File: config.mk
export PLATFORM = sky130hd
export DESIGN_NAME = jtpang_romarb_flat
export DESIGN_NICKNAME = d
export VERILOG_FILES = /design/src/rtl/jtpang_romarb_pkg.sv /design/src/rtl/jtpang_romarb_if.sv /design/src/rtl/jtpang_romarb_cache.sv /design/src/rtl/jtpang_romarb.sv /design/src/flat_wrapper.sv
export SDC_FILE = /design/constraint.sdc
export NUM_CORES = 1
export LEC_CHECK = 0
export ABC_AREA = 0
export CAP_MARGIN = 10
export CELL_PAD_IN_SITES_DETAIL_PLACEMENT = 1
export CELL_PAD_IN_SITES_GLOBAL_PLACEMENT = 2
export CORE_MARGIN = 4
export CORE_UTILIZATION = 32
export DETAILED_ROUTE_END_ITERATION = 10
export PLACE_DENSITY = 0.8
export RECOVER_POWER = 50
export SKIP_CTS_REPAIR_TIMING = 1
export SLEW_MARGIN = 20
export SYNTH_ARGS = -nofsm -noshare
export SYNTH_HDL_FRONTEND = slang
export SYNTH_SLANG_ARGS = --single-unit
File: constraint.sdc
create_clock -name clk -period 3.3 [get_ports clk]
set_clock_uncertainty 0.2 [all_clocks]
set_input_delay 0.66 -clock clk [delete_from_list [all_inputs] [get_ports clk]]
set_output_delay 0.66 -clock clk [all_outputs]
set_load 0.02 [all_outputs]
File: src/rtl/jtpang_romarb_pkg.sv
// rtl/jtpang_romarb_pkg.sv - shared types and constants for the Pang ROM arbiter
package jtpang_romarb_pkg;

  typedef enum logic [1:0] {
    IDLE     = 2'd0,
    WAIT_ACK = 2'd1,
    WAIT_RDY = 2'd2
  } state_t;

  typedef enum logic {
    GNT_CPU = 1'b0,
    GNT_PCM = 1'b1
  } gnt_t;

  localparam logic [21:0] PCM_OFFSET_DEF = 22'h10_0000;

endpackage

File: src/rtl/jtpang_romarb_if.sv
// rtl/jtpang_romarb_if.sv - SDRAM bank read handshake bundle
interface jtpang_romarb_if;
  logic [21:0] sdram_addr;
  logic        sdram_rd;
  logic        sdram_ack;
  logic        sdram_rdy;
  logic [15:0] data_read;

  modport master (
    output sdram_addr,
    output sdram_rd,
    input  sdram_ack,
    input  sdram_rdy,
    input  data_read
  );

  modport slave (
    input  sdram_addr,
    input  sdram_rd,
    output sdram_ack,
    output sdram_rdy,
    output data_read
  );
endinterface

File: src/rtl/jtpang_romarb_cache.sv
// rtl/jtpang_romarb_cache.sv - one-word hit cache with byte select for an 8-bit reader
module jtpang_romarb_cache #(
  parameter int AW = 17
) (
  input  logic          clk,
  input  logic          rst,
  input  logic          cs,
  input  logic [AW-1:0] addr,
  input  logic          fill,
  input  logic [AW-2:0] fill_tag,
  input  logic [15:0]   fill_data,
  output logic          hit,
  output logic [7:0]    dout
);

  logic          valid_q, valid_d;
  logic [AW-2:0] tag_q, tag_d;
  logic [15:0]   word_q, word_d;
  logic [7:0]    dout_q, dout_d;

  assign hit = cs & valid_q & (tag_q == addr[AW-1:1]);

  always_comb begin
    valid_d = valid_q;
    tag_d   = tag_q;
    word_d  = word_q;
    if (fill) begin
      valid_d = 1'b1;
      tag_d   = fill_tag;
      word_d  = fill_data;
    end
  end

  // Output follows the cache on a hit and otherwise keeps the last byte shown
  always_comb begin
    dout_d = dout_q;
    if (hit) dout_d = addr[0] ? word_q[15:8] : word_q[7:0];
  end

  assign dout = dout_d;

  always_ff @(posedge clk) begin
    if (rst) begin
      valid_q <= 1'b0;
      tag_q   <= '0;
      word_q  <= '0;
      dout_q  <= '0;
    end else begin
      valid_q <= valid_d;
      tag_q   <= tag_d;
      word_q  <= word_d;
      dout_q  <= dout_d;
    end
  end

endmodule

File: src/rtl/jtpang_romarb.sv
// rtl/jtpang_romarb.sv - round-robin SDRAM bank sharing between Pang CPU and PCM ROM readers
// Optional miss-cycle statistics when JTPANG_ROMARB_STATS_EN is defined.
module jtpang_romarb
  import jtpang_romarb_pkg::*;
#(
  parameter int          CPU_AW     = 17,
  parameter int          PCM_AW     = 18,
  parameter logic [21:0] PCM_OFFSET = PCM_OFFSET_DEF
) (
  input  logic              clk,
  input  logic              rst,
  input  logic              cpu_cs,
  input  logic [CPU_AW-1:0] cpu_addr,
  output logic [7:0]        cpu_data,
  output logic              cpu_ok,
  input  logic              pcm_cs,
  input  logic [PCM_AW-1:0] pcm_addr,
  output logic [7:0]        pcm_data,
  output logic              pcm_ok,
  jtpang_romarb_if.master   bus
`ifdef JTPANG_ROMARB_STATS_EN
  ,
  input  logic [1:0]        st_sel,
  output logic [7:0]        st_dout
`endif
);

  state_t             state_q, state_d;
  gnt_t               gnt_q, gnt_d;
  gnt_t               last_q, last_d;
  gnt_t               pick;
  logic               rd_q, rd_d;
  logic [21:0]        addr_q, addr_d;
  logic [CPU_AW-2:0]  cpu_tag_q, cpu_tag_d;
  logic [PCM_AW-2:0]  pcm_tag_q, pcm_tag_d;
  logic               fill;
  logic               cpu_hit, pcm_hit;
  logic               cpu_miss, pcm_miss;
  logic [21:0]        cpu_word, pcm_word;

  assign cpu_word = 22'(cpu_addr[CPU_AW-1:1]);
  assign pcm_word = PCM_OFFSET + 22'(pcm_addr[PCM_AW-1:1]);
  assign cpu_miss = cpu_cs & ~cpu_hit;
  assign pcm_miss = pcm_cs & ~pcm_hit;

  always_comb begin
    state_d   = state_q;
    gnt_d     = gnt_q;
    last_d    = last_q;
    rd_d      = rd_q;
    addr_d    = addr_q;
    cpu_tag_d = cpu_tag_q;
    pcm_tag_d = pcm_tag_q;
    fill      = 1'b0;
    pick      = GNT_CPU;
    case (state_q)
      IDLE: begin
        if (cpu_miss | pcm_miss) begin
          // The round-robin flag only moves when both sides were actually contending
          if (cpu_miss & pcm_miss) begin
            pick   = (last_q == GNT_PCM) ? GNT_CPU : GNT_PCM;
            last_d = pick;
          end else begin
            pick = cpu_miss ? GNT_CPU : GNT_PCM;
          end
          gnt_d   = pick;
          rd_d    = 1'b1;
          state_d = WAIT_ACK;
          if (pick == GNT_CPU) begin
            addr_d    = cpu_word;
            cpu_tag_d = cpu_addr[CPU_AW-1:1];
          end else begin
            addr_d    = pcm_word;
            pcm_tag_d = pcm_addr[PCM_AW-1:1];
          end
        end
      end
      WAIT_ACK: begin
        if (bus.sdram_ack) begin
          rd_d = 1'b0;
          if (bus.sdram_rdy) begin
            fill    = 1'b1;
            state_d = IDLE;
          end else begin
            state_d = WAIT_RDY;
          end
        end
      end
      WAIT_RDY: begin
        if (bus.sdram_rdy) begin
          fill    = 1'b1;
          state_d = IDLE;
        end
      end
      default: state_d = IDLE;
    endcase
  end

  always_ff @(posedge clk) begin
    if (rst) begin
      state_q   <= IDLE;
      gnt_q     <= GNT_CPU;
      last_q    <= GNT_PCM;
      rd_q      <= 1'b0;
      addr_q    <= '0;
      cpu_tag_q <= '0;
      pcm_tag_q <= '0;
    end else begin
      state_q   <= state_d;
      gnt_q     <= gnt_d;
      last_q    <= last_d;
      rd_q      <= rd_d;
      addr_q    <= addr_d;
      cpu_tag_q <= cpu_tag_d;
      pcm_tag_q <= pcm_tag_d;
    end
  end

  assign bus.sdram_rd   = rd_q;
  assign bus.sdram_addr = addr_q;

  jtpang_romarb_cache #(.AW(CPU_AW)) u_cpu_cache (
    .clk       (clk),
    .rst       (rst),
    .cs        (cpu_cs),
    .addr      (cpu_addr),
    .fill      (fill & (gnt_q == GNT_CPU)),
    .fill_tag  (cpu_tag_q),
    .fill_data (bus.data_read),
    .hit       (cpu_hit),
    .dout      (cpu_data)
  );

  jtpang_romarb_cache #(.AW(PCM_AW)) u_pcm_cache (
    .clk       (clk),
    .rst       (rst),
    .cs        (pcm_cs),
    .addr      (pcm_addr),
    .fill      (fill & (gnt_q == GNT_PCM)),
    .fill_tag  (pcm_tag_q),
    .fill_data (bus.data_read),
    .hit       (pcm_hit),
    .dout      (pcm_data)
  );

  assign cpu_ok = cpu_hit;
  assign pcm_ok = pcm_hit;

`ifdef JTPANG_ROMARB_STATS_EN
  logic [15:0] cpu_mc_q, cpu_mc_d;
  logic [15:0] pcm_mc_q, pcm_mc_d;
  logic [7:0]  st_dout_q, st_dout_d;

  always_comb begin
    cpu_mc_d = cpu_mc_q;
    pcm_mc_d = pcm_mc_q;
    if (cpu_cs & ~cpu_ok & ~&cpu_mc_q) cpu_mc_d = cpu_mc_q + 16'd1;
    if (pcm_cs & ~pcm_ok & ~&pcm_mc_q) pcm_mc_d = pcm_mc_q + 16'd1;
    case (st_sel)
      2'd0:    st_dout_d = cpu_mc_q[15:8];
      2'd1:    st_dout_d = cpu_mc_q[7:0];
      2'd2:    st_dout_d = pcm_mc_q[15:8];
      default: st_dout_d = pcm_mc_q[7:0];
    endcase
  end

  always_ff @(posedge clk) begin
    if (rst) begin
      cpu_mc_q  <= '0;
      pcm_mc_q  <= '0;
      st_dout_q <= '0;
    end else begin
      cpu_mc_q  <= cpu_mc_d;
      pcm_mc_q  <= pcm_mc_d;
      st_dout_q <= st_dout_d;
    end
  end

  assign st_dout = st_dout_q;
`endif

endmodule

File: src/flat_wrapper.sv
// flat-port wrapper written by rule: the top's interface ports become plain ports
module jtpang_romarb_flat import jtpang_romarb_pkg::*;
#(
  parameter int          CPU_AW     = 17,
  parameter int          PCM_AW     = 18,
  parameter logic [21:0] PCM_OFFSET = PCM_OFFSET_DEF
)
  (clk, rst, cpu_cs, cpu_addr, cpu_data, cpu_ok, pcm_cs, pcm_addr, pcm_data, pcm_ok, bus_sdram_addr, bus_sdram_rd, bus_sdram_ack, bus_sdram_rdy, bus_data_read);
  jtpang_romarb_if bus_i ();
  input  logic clk;
  input  logic rst;
  input  logic cpu_cs;
  input  logic [CPU_AW-1:0] cpu_addr;
  output logic [7:0] cpu_data;
  output logic cpu_ok;
  input  logic pcm_cs;
  input  logic [PCM_AW-1:0] pcm_addr;
  output logic [7:0] pcm_data;
  output logic pcm_ok;
  output wire logic [$bits(bus_i.sdram_addr)-1:0] bus_sdram_addr;
  output wire logic [$bits(bus_i.sdram_rd)-1:0] bus_sdram_rd;
  input wire logic [$bits(bus_i.sdram_ack)-1:0] bus_sdram_ack;
  input wire logic [$bits(bus_i.sdram_rdy)-1:0] bus_sdram_rdy;
  input wire logic [$bits(bus_i.data_read)-1:0] bus_data_read;
  assign bus_sdram_addr = bus_i.sdram_addr;
  assign bus_sdram_rd = bus_i.sdram_rd;
  assign bus_i.sdram_ack = bus_sdram_ack;
  assign bus_i.sdram_rdy = bus_sdram_rdy;
  assign bus_i.data_read = bus_data_read;
  jtpang_romarb #(.CPU_AW(CPU_AW), .PCM_AW(PCM_AW), .PCM_OFFSET(PCM_OFFSET)) u_core (.clk(clk), .rst(rst), .cpu_cs(cpu_cs), .cpu_addr(cpu_addr), .cpu_data(cpu_data), .cpu_ok(cpu_ok), .pcm_cs(pcm_cs), .pcm_addr(pcm_addr), .pcm_data(pcm_data), .pcm_ok(pcm_ok), .bus(bus_i));
endmodule
==> results of run 1 <==
==> routing by layer <==
layer  part of all wire [%]  up-vias  wire, µm
met2                     52       92     10600
li1                       -     2657         -
met3                    3.3       15       685
met4                   0.64        0       130
met1                     44     2654      9050
met5                      0        -         0
==> area by class of cell <==
class / count / area (µm²)
tap: 229 / 287
multi-input combinational: 471 / 3070
inverter: 25 / 93.8
clock buffer: 21 / 470
clock inverter: 10 / 140
fill: 2047 / 9770
timing repair buffer: 171 / 1610
sequential: 138 / 2760
==> worst max path at each step <==
stage                                                   startpoint           to  slack (ps)  cells after the start
final                                                  cpu_addr[6]  cpu_data[0]        -150                      8
after global routing      u_core.u_cpu_cache.tag_q[8]$_SDFFE_PP0P_  cpu_data[0]        -220                      7
after CTS                                              cpu_addr[9]  cpu_data[0]        -990                      8
after detailed placement                               cpu_addr[9]  cpu_data[0]        -980                      8
after global placement                                 cpu_addr[9]  cpu_data[6]        -950                      8
after floorplan                                        cpu_addr[3]  cpu_data[0]         160                      6
==> logic make-up (layout without fill, tap and decap cells) <==
logic type	after synthesis	count (layout)	synth area share (%)
adders and majority gates	3	3	0.623
xor gates and xnor gates	33	33	4.80
muxes	32	32	5.98
and+or+nand+nor	230	230	18.5
other	1	4	0.0622
buffers and inverters	82	227	6.09
DFF	138	138	45.9
AOI/OAI and AO/OA	169	169	18.0
==> flip-flops by register name, summed over array words and instances, names as in the netlist <==
| signal | count |
|---|---|
| u_core.bus.sdram_addr | 18 |
| u_core.pcm_tag_q | 17 |
| u_core.u_pcm_cache.tag_q | 17 |
| u_core.cpu_tag_q | 16 |
| u_core.u_cpu_cache.tag_q | 16 |
| u_core.u_cpu_cache.word_q | 16 |
| u_core.u_pcm_cache.word_q | 16 |
| u_core.u_cpu_cache.dout_q | 8 |
| u_core.u_pcm_cache.dout_q | 8 |
| u_core.state_q | 2 |
| u_core.bus.sdram_rd | 1 |
| u_core.last_q | 1 |
| u_core.u_cpu_cache.valid_q | 1 |
| u_core.u_pcm_cache.valid_q | 1 |
==> where the power goes <==
| group | switching, mW | leakage, nW | internal [mW] | total (mW) |
|---|---|---|---|---|
| combinational | 0.326 | 1.99 | 0.276 | 0.602 |
| sequential | 0.0447 | 1.12 | 1.74 | 1.78 |
| clock | 0.748 | 0.292 | 1.25 | 1.99 |
| total | 1.12 | 3.40 | 3.26 | 4.38 |
==> critical path: stages <==
cell      delay (ps)
clkbuf_2         100
xor2_1           170
or4_4            530
nor4bb_1         250
and3_1           260
buf_12           160
mux2_4           320
buf_6            140
==> cell usage in the layout, fill, tap and decap left out, drive strengths merged, types with 12 or more instances in the layout <==
cell type	count
a21oi	84
a31o	19
a31oi	16
and2	17
buf	86
clkbuf	34
clkdlybuf4s50	32
dfxtp	138
dlygate4sd3	20
dlymetal6s2s	20
inv	27
mux2	32
nand2	136
nand3	20
nor2	12
nor4b	20
o21ai	20
o221a	16
xnor2	16
xor2	17
==> run_results.csv, run 1 <==
group,metric,value,unit
outcome,status,"complete, but fails checks",
outcome,violations,"setup timing",
global_route,gr-usage-met3,4.58,%
timing,finalHoldViolCount,0,
min_path,min_to,"u_core.u_pcm_cache.tag_q[7]$_SDFFE_PP0P_",
timing,worstMarginPinSlew,863,ps
setup_path,start_kind,"primary input",
global_route,overflow,0,
setup_path,required,2440,ps
drt,drc,0,
layout,fin_area,0.00844,mm²
layout,area_delta_synth_final,40.1,%
global_route,antenna_found_initial,0,
floorplanning,dieArea,0.0211,mm²
clock_tree,clk_pin_slew_worst_paths,60,ps
place,place_ws,-983,ps
global_route,global_route.usage.met2,33.8,%
synth,synth_top_area_share,45.9,%
synth,synth_area_leader_cell,"dfxtp_1",
synth,ys_warn_count,0,
synth,synth_area_leaders,"dfxtp_1 46%, nand2_1 8.5%, a21oi_1 7.0%",
setup_path,cp-end-kind,"primary output",
floorplanning,num_io_pins,98,
setup_path,r2r_cells,8,
place,dp_hpwl,14.5,mm
timing,fmax,0.290,GHz
place,place_area,0.00766,mm²
run,drv_cap,0,
synth,ys_top_cells_by_count,"138 x dfxtp_1, 136 x nand2_1, 84 x a21oi_1",
synth,syn_inst,688,
setup_path,cp_max_fo,8,
drt,dr.pass1.iters,4,
power_and_ir_drop,leakagePower,3.40,nW
min_path,min_path_cells,2,
clock_tree,cts_buffers,17,
place,portBuffers,93,
global_route,grtUsageMet1,23.4,%
setup_path,critPathArrivalTime,2590,ps
layout,fin_cells,1065,
timing,final-setup-viol-count,16,
timing,final.min_clock_period,3450,ps
clock_tree,clock_latency,420,ps
setup_path,timing.rr.start,"u_core.u_pcm_cache.tag_q[12]$_SDFFE_PP0P_",
setup_path,critical_path_class,"in2out",
min_path,min_from,"u_core.pcm_tag_q[7]$_SDFFE_PP0P_",
global_route,grt_max_degree,51,
clock_tree,clockRootBuffer,"clkbuf_16",
synth,ys_seq_elements,138,
timing,rsz0062_at_grt,"true",
setup_path,r2r_end,"u_core.bus.sdram_addr[0]$_SDFFE_PP0P_",
layout,drive_gt1_share,21.9,%
drt,wirelength,20.5,mm
global_route,grt_busiest_layer,"met2",
place,gp_congestion,0.877,
place,dp_cells,1033,
timing,slew_viol_final,0,
synth,async_flop_share,0,%
timing,maxSlewHeadroom,42.5,%
layout,post-route-util,46.3,%
drt,drt-vias-per-instance,5.09,
layout,nets,884,
drt,ant_nets,0,
clock_tree,htree_levels,4,
floorplanning,rows,49,
timing,period_share,104,%
synth,synthesis.area,0.00602,mm²
floorplanning,dieHeight,145,µm
floorplanning,start_util,33.1,%
synth,yosysMostFrequentCell,"dfxtp_1",
setup_path,r2r_slack,820,ps
layout,antennaDiodeCount,0,
power_and_ir_drop,peakVddDrop,0.367,mV
drt,drt-wirelength-per-cell,19.2,µm
global_route,grt_pass1_vias,5802,
timing,fin_setup_tns,-1650,ps
clock_tree,clock_path_buffers,2,
synth,synth.avg_cell_area,8.76,µm²
power_and_ir_drop,p_total,4.38,mW
drt,drt_iter0_drc,229,
synth,ys_types,50,
clock_tree,cts_tree,"done",
clock_tree,clock_sinks,138,
floorplanning,core,0.0182,mm²
synth,synthFlopType,"dfxtp_1",
timing,hold_ws,254,ps
synth,synth_seq_area_share,45.9,%
floorplanning,die_width,145,µm
global_route,grt_pass1_wl,32.0,mm
power_and_ir_drop,powerDensity,519,mW/mm²
drt,vias,5418,
global_route,grt_use_total,19.0,%
timing,worst_slack,-148,ps
synth,synth-edff-count,0,
min_path,hp-class,"reg2reg",
(Power assumes the default switching activity.)
==> inputs of run 2 (changes only) <==
CAP_MARGIN = default   (was 10)
SLEW_MARGIN = default   (was 20)
==> results of run 2 <==
No change in the layout: final DEF, timing and power equal those of run 1.
==> RTL edit 1, RTL diff (config.mk and constraints of run 1) <==
`PCM_AW` is set to 18 in 2 places; all go to 9.
--- a/src/rtl/jtpang_romarb.sv
+++ b/src/rtl/jtpang_romarb.sv
@@ -6,3 +6,3 @@
   parameter int          CPU_AW     = 17,
-  parameter int          PCM_AW     = 18,
+  parameter int          PCM_AW     = 9,
   parameter logic [21:0] PCM_OFFSET = PCM_OFFSET_DEF
--- a/src/flat_wrapper.sv
+++ b/src/flat_wrapper.sv
@@ -4,3 +4,3 @@
   parameter int          CPU_AW     = 17,
-  parameter int          PCM_AW     = 18,
+  parameter int          PCM_AW     = 9,
   parameter logic [21:0] PCM_OFFSET = PCM_OFFSET_DEF
Interface: changed (resized pcm_addr); port bits go from 98 to 89. The function was not compared with the original's and may differ.
==> RTL edit 1 against run 1 <==
- sequential cell count is 19 lower
- critical path depth down 1
- power decreased by 8.9%
- worst setup slack improved by 0.24 ns
- design area fell by 16%
- synthesized area down 18%
- wire length is 26% lower
- largest cell class unchanged
- highest routed layer unchanged
==> RTL edit 1: results <==
[status]
status = "complete, no violations"

[grt]
grt_pass1_vias = 4734
grt_max_degree = 33
antenna_found_initial = 0
use_met3_pct = 4.81
grt_pass1_wl_um = 24300
grt_usage_pct = 17.5
use_met2_pct = 29.2
use_met1_pct = 21.6

[yosys]
synth.area.top_cells = "dfxtp_1 (48%), nand2_1 (9.7%), a21oi_1 (6.1%)"
synth_cell_types = 48
synth_common_cells = "nand2_1 (128), dfxtp_1 (119), a21oi_1 (60)"
ys_seq_area_share_pct = 48.2
syn_inst = 551

[hold_path]
worstHoldStart = "u_core.u_pcm_cache.word_q[3]"

[power_and_ir_drop]
leakagePower_nw = 3.11
seqPwrFrac_pct = 38.2
power.density_nw_per_um2 = 560
ir_worst_vdd_v = 0.000361
clock_power_share_pct = 50.5
switching_share_pct = 23.4

[cells_and_area]
instances_no_fill = 883
fillCellCount = 1750
largest_register_ffs = 17
drive_gt1_share_pct = 22.2
fin_nets = 733

[critical_path]
rr_startpoint = "u_core.state_q[0]"
cpLargestDelayFamily = "buffers and inverters"
reg2reg_slack_ns = 0.63
worstPathArrival_ns = 2.35
cp-endpoint = "pcm_data[7]"
crit_slowest_cell = "clkdlybuf4s50_1"
r2r_end = "u_core.u_pcm_cache.word_q[13]"
slowest_delay_ns = 0.47
r2r_cells = 9
crit_path_max_fanout = 7

[placement]
place_inst = 850
dp_hpwl_um = 10800
globalplace.congestion = 0.778
io_buffer_count = 83
place_ws_ns = -0.540
dpl-instance-area_um2 = 6370

[clocking]
cts_buffers = 17

[timing]
worst_slew_pin_slew_ns = 1.23
hold_ws_ns = 0.251
maxClockFrequency_mhz = 312

[drt]
drtIter0Drc = 155
wl_per_cell_um = 17.1
num_vias = 4359
## RTL edit 1: cell types whose count changed after synthesis, moves of 13 or more
cell	change
a21oi_1	-24
o221a_1	-14
mux2_2	-16
clkbuf_1	-20
a31o_1	-13
dfxtp_1	-19
nor4b_1	-20
a22o_1	+16
mux2i_1	+16
inv_1	-16
nand3_1	-19
## RTL edit 1: worst reg2reg max path: cells and delay by family (launching register included)
family / cells / cell delay, ns
buffers and inverters: 3 / 1.05
and+or+nand+nor: 3 / 0.37
DFF: 1 / 0.36
AOI/OAI and AO/OA: 2 / 0.35
adders and majority gates: 1 / 0.29
## RTL edit 1: per-stage QoR
| step | util (%) | total power, mW |
|---|---|---|
| 4_1_cts | 46.3 | 4.02 |
| 6_report | 47.1 | 3.99 |
| 3_5_place_dp | 42.1 | 2.00 |
| 3_3_place_gp | 42.1 | 1.99 |
| 2_1_floorplan | - | 1.76 |
| 5_1_grt | 47.1 | 4.13 |
## RTL edit 1: cell families (layout without fill, tap and decap cells)
kind of cell | count (synthesis) | count (layout) | synth area share (%)
and+or+nand+nor | 206 | 206 | 19.6
DFF | 119 | 119 | 48.2
AOI/OAI and AO/OA | 116 | 116 | 15.1
buffers and inverters | 49 | 189 | 4.94
muxes | 32 | 32 | 6.89
xor gates and xnor gates | 25 | 25 | 4.43
adders and majority gates | 3 | 3 | 0.760
other | 1 | 5 | 0.0759
## RTL edit 1: area by class of cell
cell class / count / share of cell area, %
sequential: 119 / 33.4
clock inverter: 12 / 2.81
timing repair buffer: 147 / 19.4
clock buffer: 20 / 6.12
multi-input combinational: 387 / 34.4
tap: 188 / 3.30
inverter: 10 / 0.527
## RTL edit 1: layer usage
metal  share of wire, %  wire (um)
met5                  0          0
met4                2.3        346
met3                3.6        537
met2                 48       7290
met1                 46       6940
==> RTL edit 2, RTL diff (settings of run 1) <==
Made on the original files. Re-encode `state_t` (3 states) as one-hot, 3 bits wide.
--- a/src/rtl/jtpang_romarb_pkg.sv
+++ b/src/rtl/jtpang_romarb_pkg.sv
@@ -3,6 +3,6 @@
 
-  typedef enum logic [1:0] {
-    IDLE     = 2'd0,
-    WAIT_ACK = 2'd1,
-    WAIT_RDY = 2'd2
+  typedef enum logic [2:0] {
+    IDLE     = 3'b001,
+    WAIT_ACK = 3'b010,
+    WAIT_RDY = 3'b100
   } state_t;
Behaviour: no difference found for any inputs over 4 cycles, from zero or initial values and one cycle with rst high; so few cycles prove little.
==> RTL edit 2 against run 1 <==
- design area down 3.4%
- worst setup slack better by 0.19 ns
- sequential cell count up 1
- non-clock buffer count down 17
- critical path depth down 1
- synthesized cell count fell by 10%
- worst hold slack worse by 0.0031 ns
- wire length fell by 7.3%
- global-route usage decreased by 0.48 points
- power increased by 0.33%
- largest power group unchanged
- final cell count down 7.2%
- critical endpoint is now pcm_data[2]
- synthesized area is 3.5% lower
==> RTL edit 2: results <==
[clocking]
clock_path_buffers = 2
root_buffer = "clkbuf_16"

[placement]
globalplace.congestion = 0.784
dp_hpwl_um = 13000
place_ws_ns = -0.649
dpl-instance-area_um2 = 7240

[power_and_ir_drop]
switching_share_pct = 23.7
leakagePower_nw = 3.30
ir_worst_vdd_v = 0.000392

[timing]
fin_crit_sh_pct = 98.6
relSlewSlack_pct = 7.53
hold_ws_ns = 0.251

[yosys]
dominantRegCellSynth = "dfxtp_1"
synth.area.top_cells = "dfxtp_1 (48%), nand2_1 (8.6%), a21oi_1 (5.9%)"
ys_seq_area_share_pct = 47.9
synth_common_cells = "dfxtp_1 (139), nand2_1 (133), a21oi_1 (69)"
synth_cell_types = 48
synth-async-reset-ratio_pct = 0

[drt]
wl_per_cell_um = 19.2
num_vias = 5000
drtIter0Drc = 273

[critical_path]
crit_path_max_fanout = 5
reg2reg_slack_ns = 0.78
worstPathArrival_ns = 2.39

[grt]
grt_pass1_wl_um = 29200
grt_pass1_vias = 5346
grt_usage_pct = 18.5
grt_max_degree = 61

[cells_and_area]
largest_register_ffs = 18
fin_nets = 803
drive_gt1_share_pct = 21.2

[flow_run]
maxCapViolCount = 0

[status]
status = "complete, no violations"

[hold_path]
min_path_type = "reg2reg"
RTL edit 2: changes by cell type in the layout (fill, tap and decap cells not counted), moves of 16 or more:
cell             change
nor4b_1             -17
mux2_2              -22
nor2b_1             +18
a221o_1             +16
a22o_1              +33
and4b_1             +16
inv_1               -24
nand3_1             -16
mux2i_1             +16
and2_1              -17
dlygate4sd3_1       -18
a31o_1              -16
clkdlybuf4s50_1     +19
RTL edit 2: worst paths after layout:
path,startpoint,end,cells after the start
worst max register to register,u_core.u_pcm_cache.tag_q[3],u_core.bus.sdram_addr[5],8
worst min-delay path,u_core.cpu_tag_q[7],u_core.u_cpu_cache.tag_q[7],2
worst min register to register,u_core.cpu_tag_q[7],u_core.u_cpu_cache.tag_q[7],2
worst max-delay path,pcm_addr[5],pcm_data[2],7
RTL edit 2: per-layer routing:
layer	wire (um)	part of all wire (%)	GRT usage (%)
met5	0	0	0
met4	297	1.6	5.65
met3	547	2.9	4.22
met2	9250	49	30.0
met1	8880	47	24.6
RTL edit 2: cell type report:
cell class              instances  area [um^2]
clock inverters                 5          103
clock buffers                  27          533
well taps                     229          287
multi-input cells             433         2950
inverters                       1         3.75
repair buffers                154         1490
flip-flops and latches        139         2780
fillers                      2009         9750
RTL edit 2: kinds of logic (layout without fill, tap and decap cells):
kind of cell	after synthesis	after routing	share of synthesized area, %
and+or+nand+nor	216	218	19.8
AOI/OAI and AO/OA	162	162	19.0
DFF	139	139	47.9
buffers and inverters	52	187	5.47
xor gates and xnor gates	33	33	4.97
muxes	16	16	2.76
other	1	4	0.0645
RTL edit 2: power groups by stage:
stage                     Sequential [mW]  Combinational (mW)  Clock [mW]
final                                1.81               0.553        2.03
after global routing                 1.81               0.590        2.16
after CTS                            1.81               0.552        2.07
after detailed placement             1.84               0.549           0
after global placement               1.84               0.537           0
after floorplan                      1.86               0.250           0
RTL edit 2: critical path: stages:
cell	delay, ns
clkdlybuf4s50_1	0.43
xor2_1	0.20
nor2b_1	0.14
nand4b_1	0.25
or2_4	0.39
o21ai_2	0.16
buf_4	0.16
RTL edit 2: per-stage QoR:
step	total power [mW]	std cells
6_report	4.39	988
5_1_grt	4.56	988
4_1_cts	4.43	984
3_5_place_dp	2.39	952
3_3_place_gp	2.37	952
2_1_floorplan	2.11	622
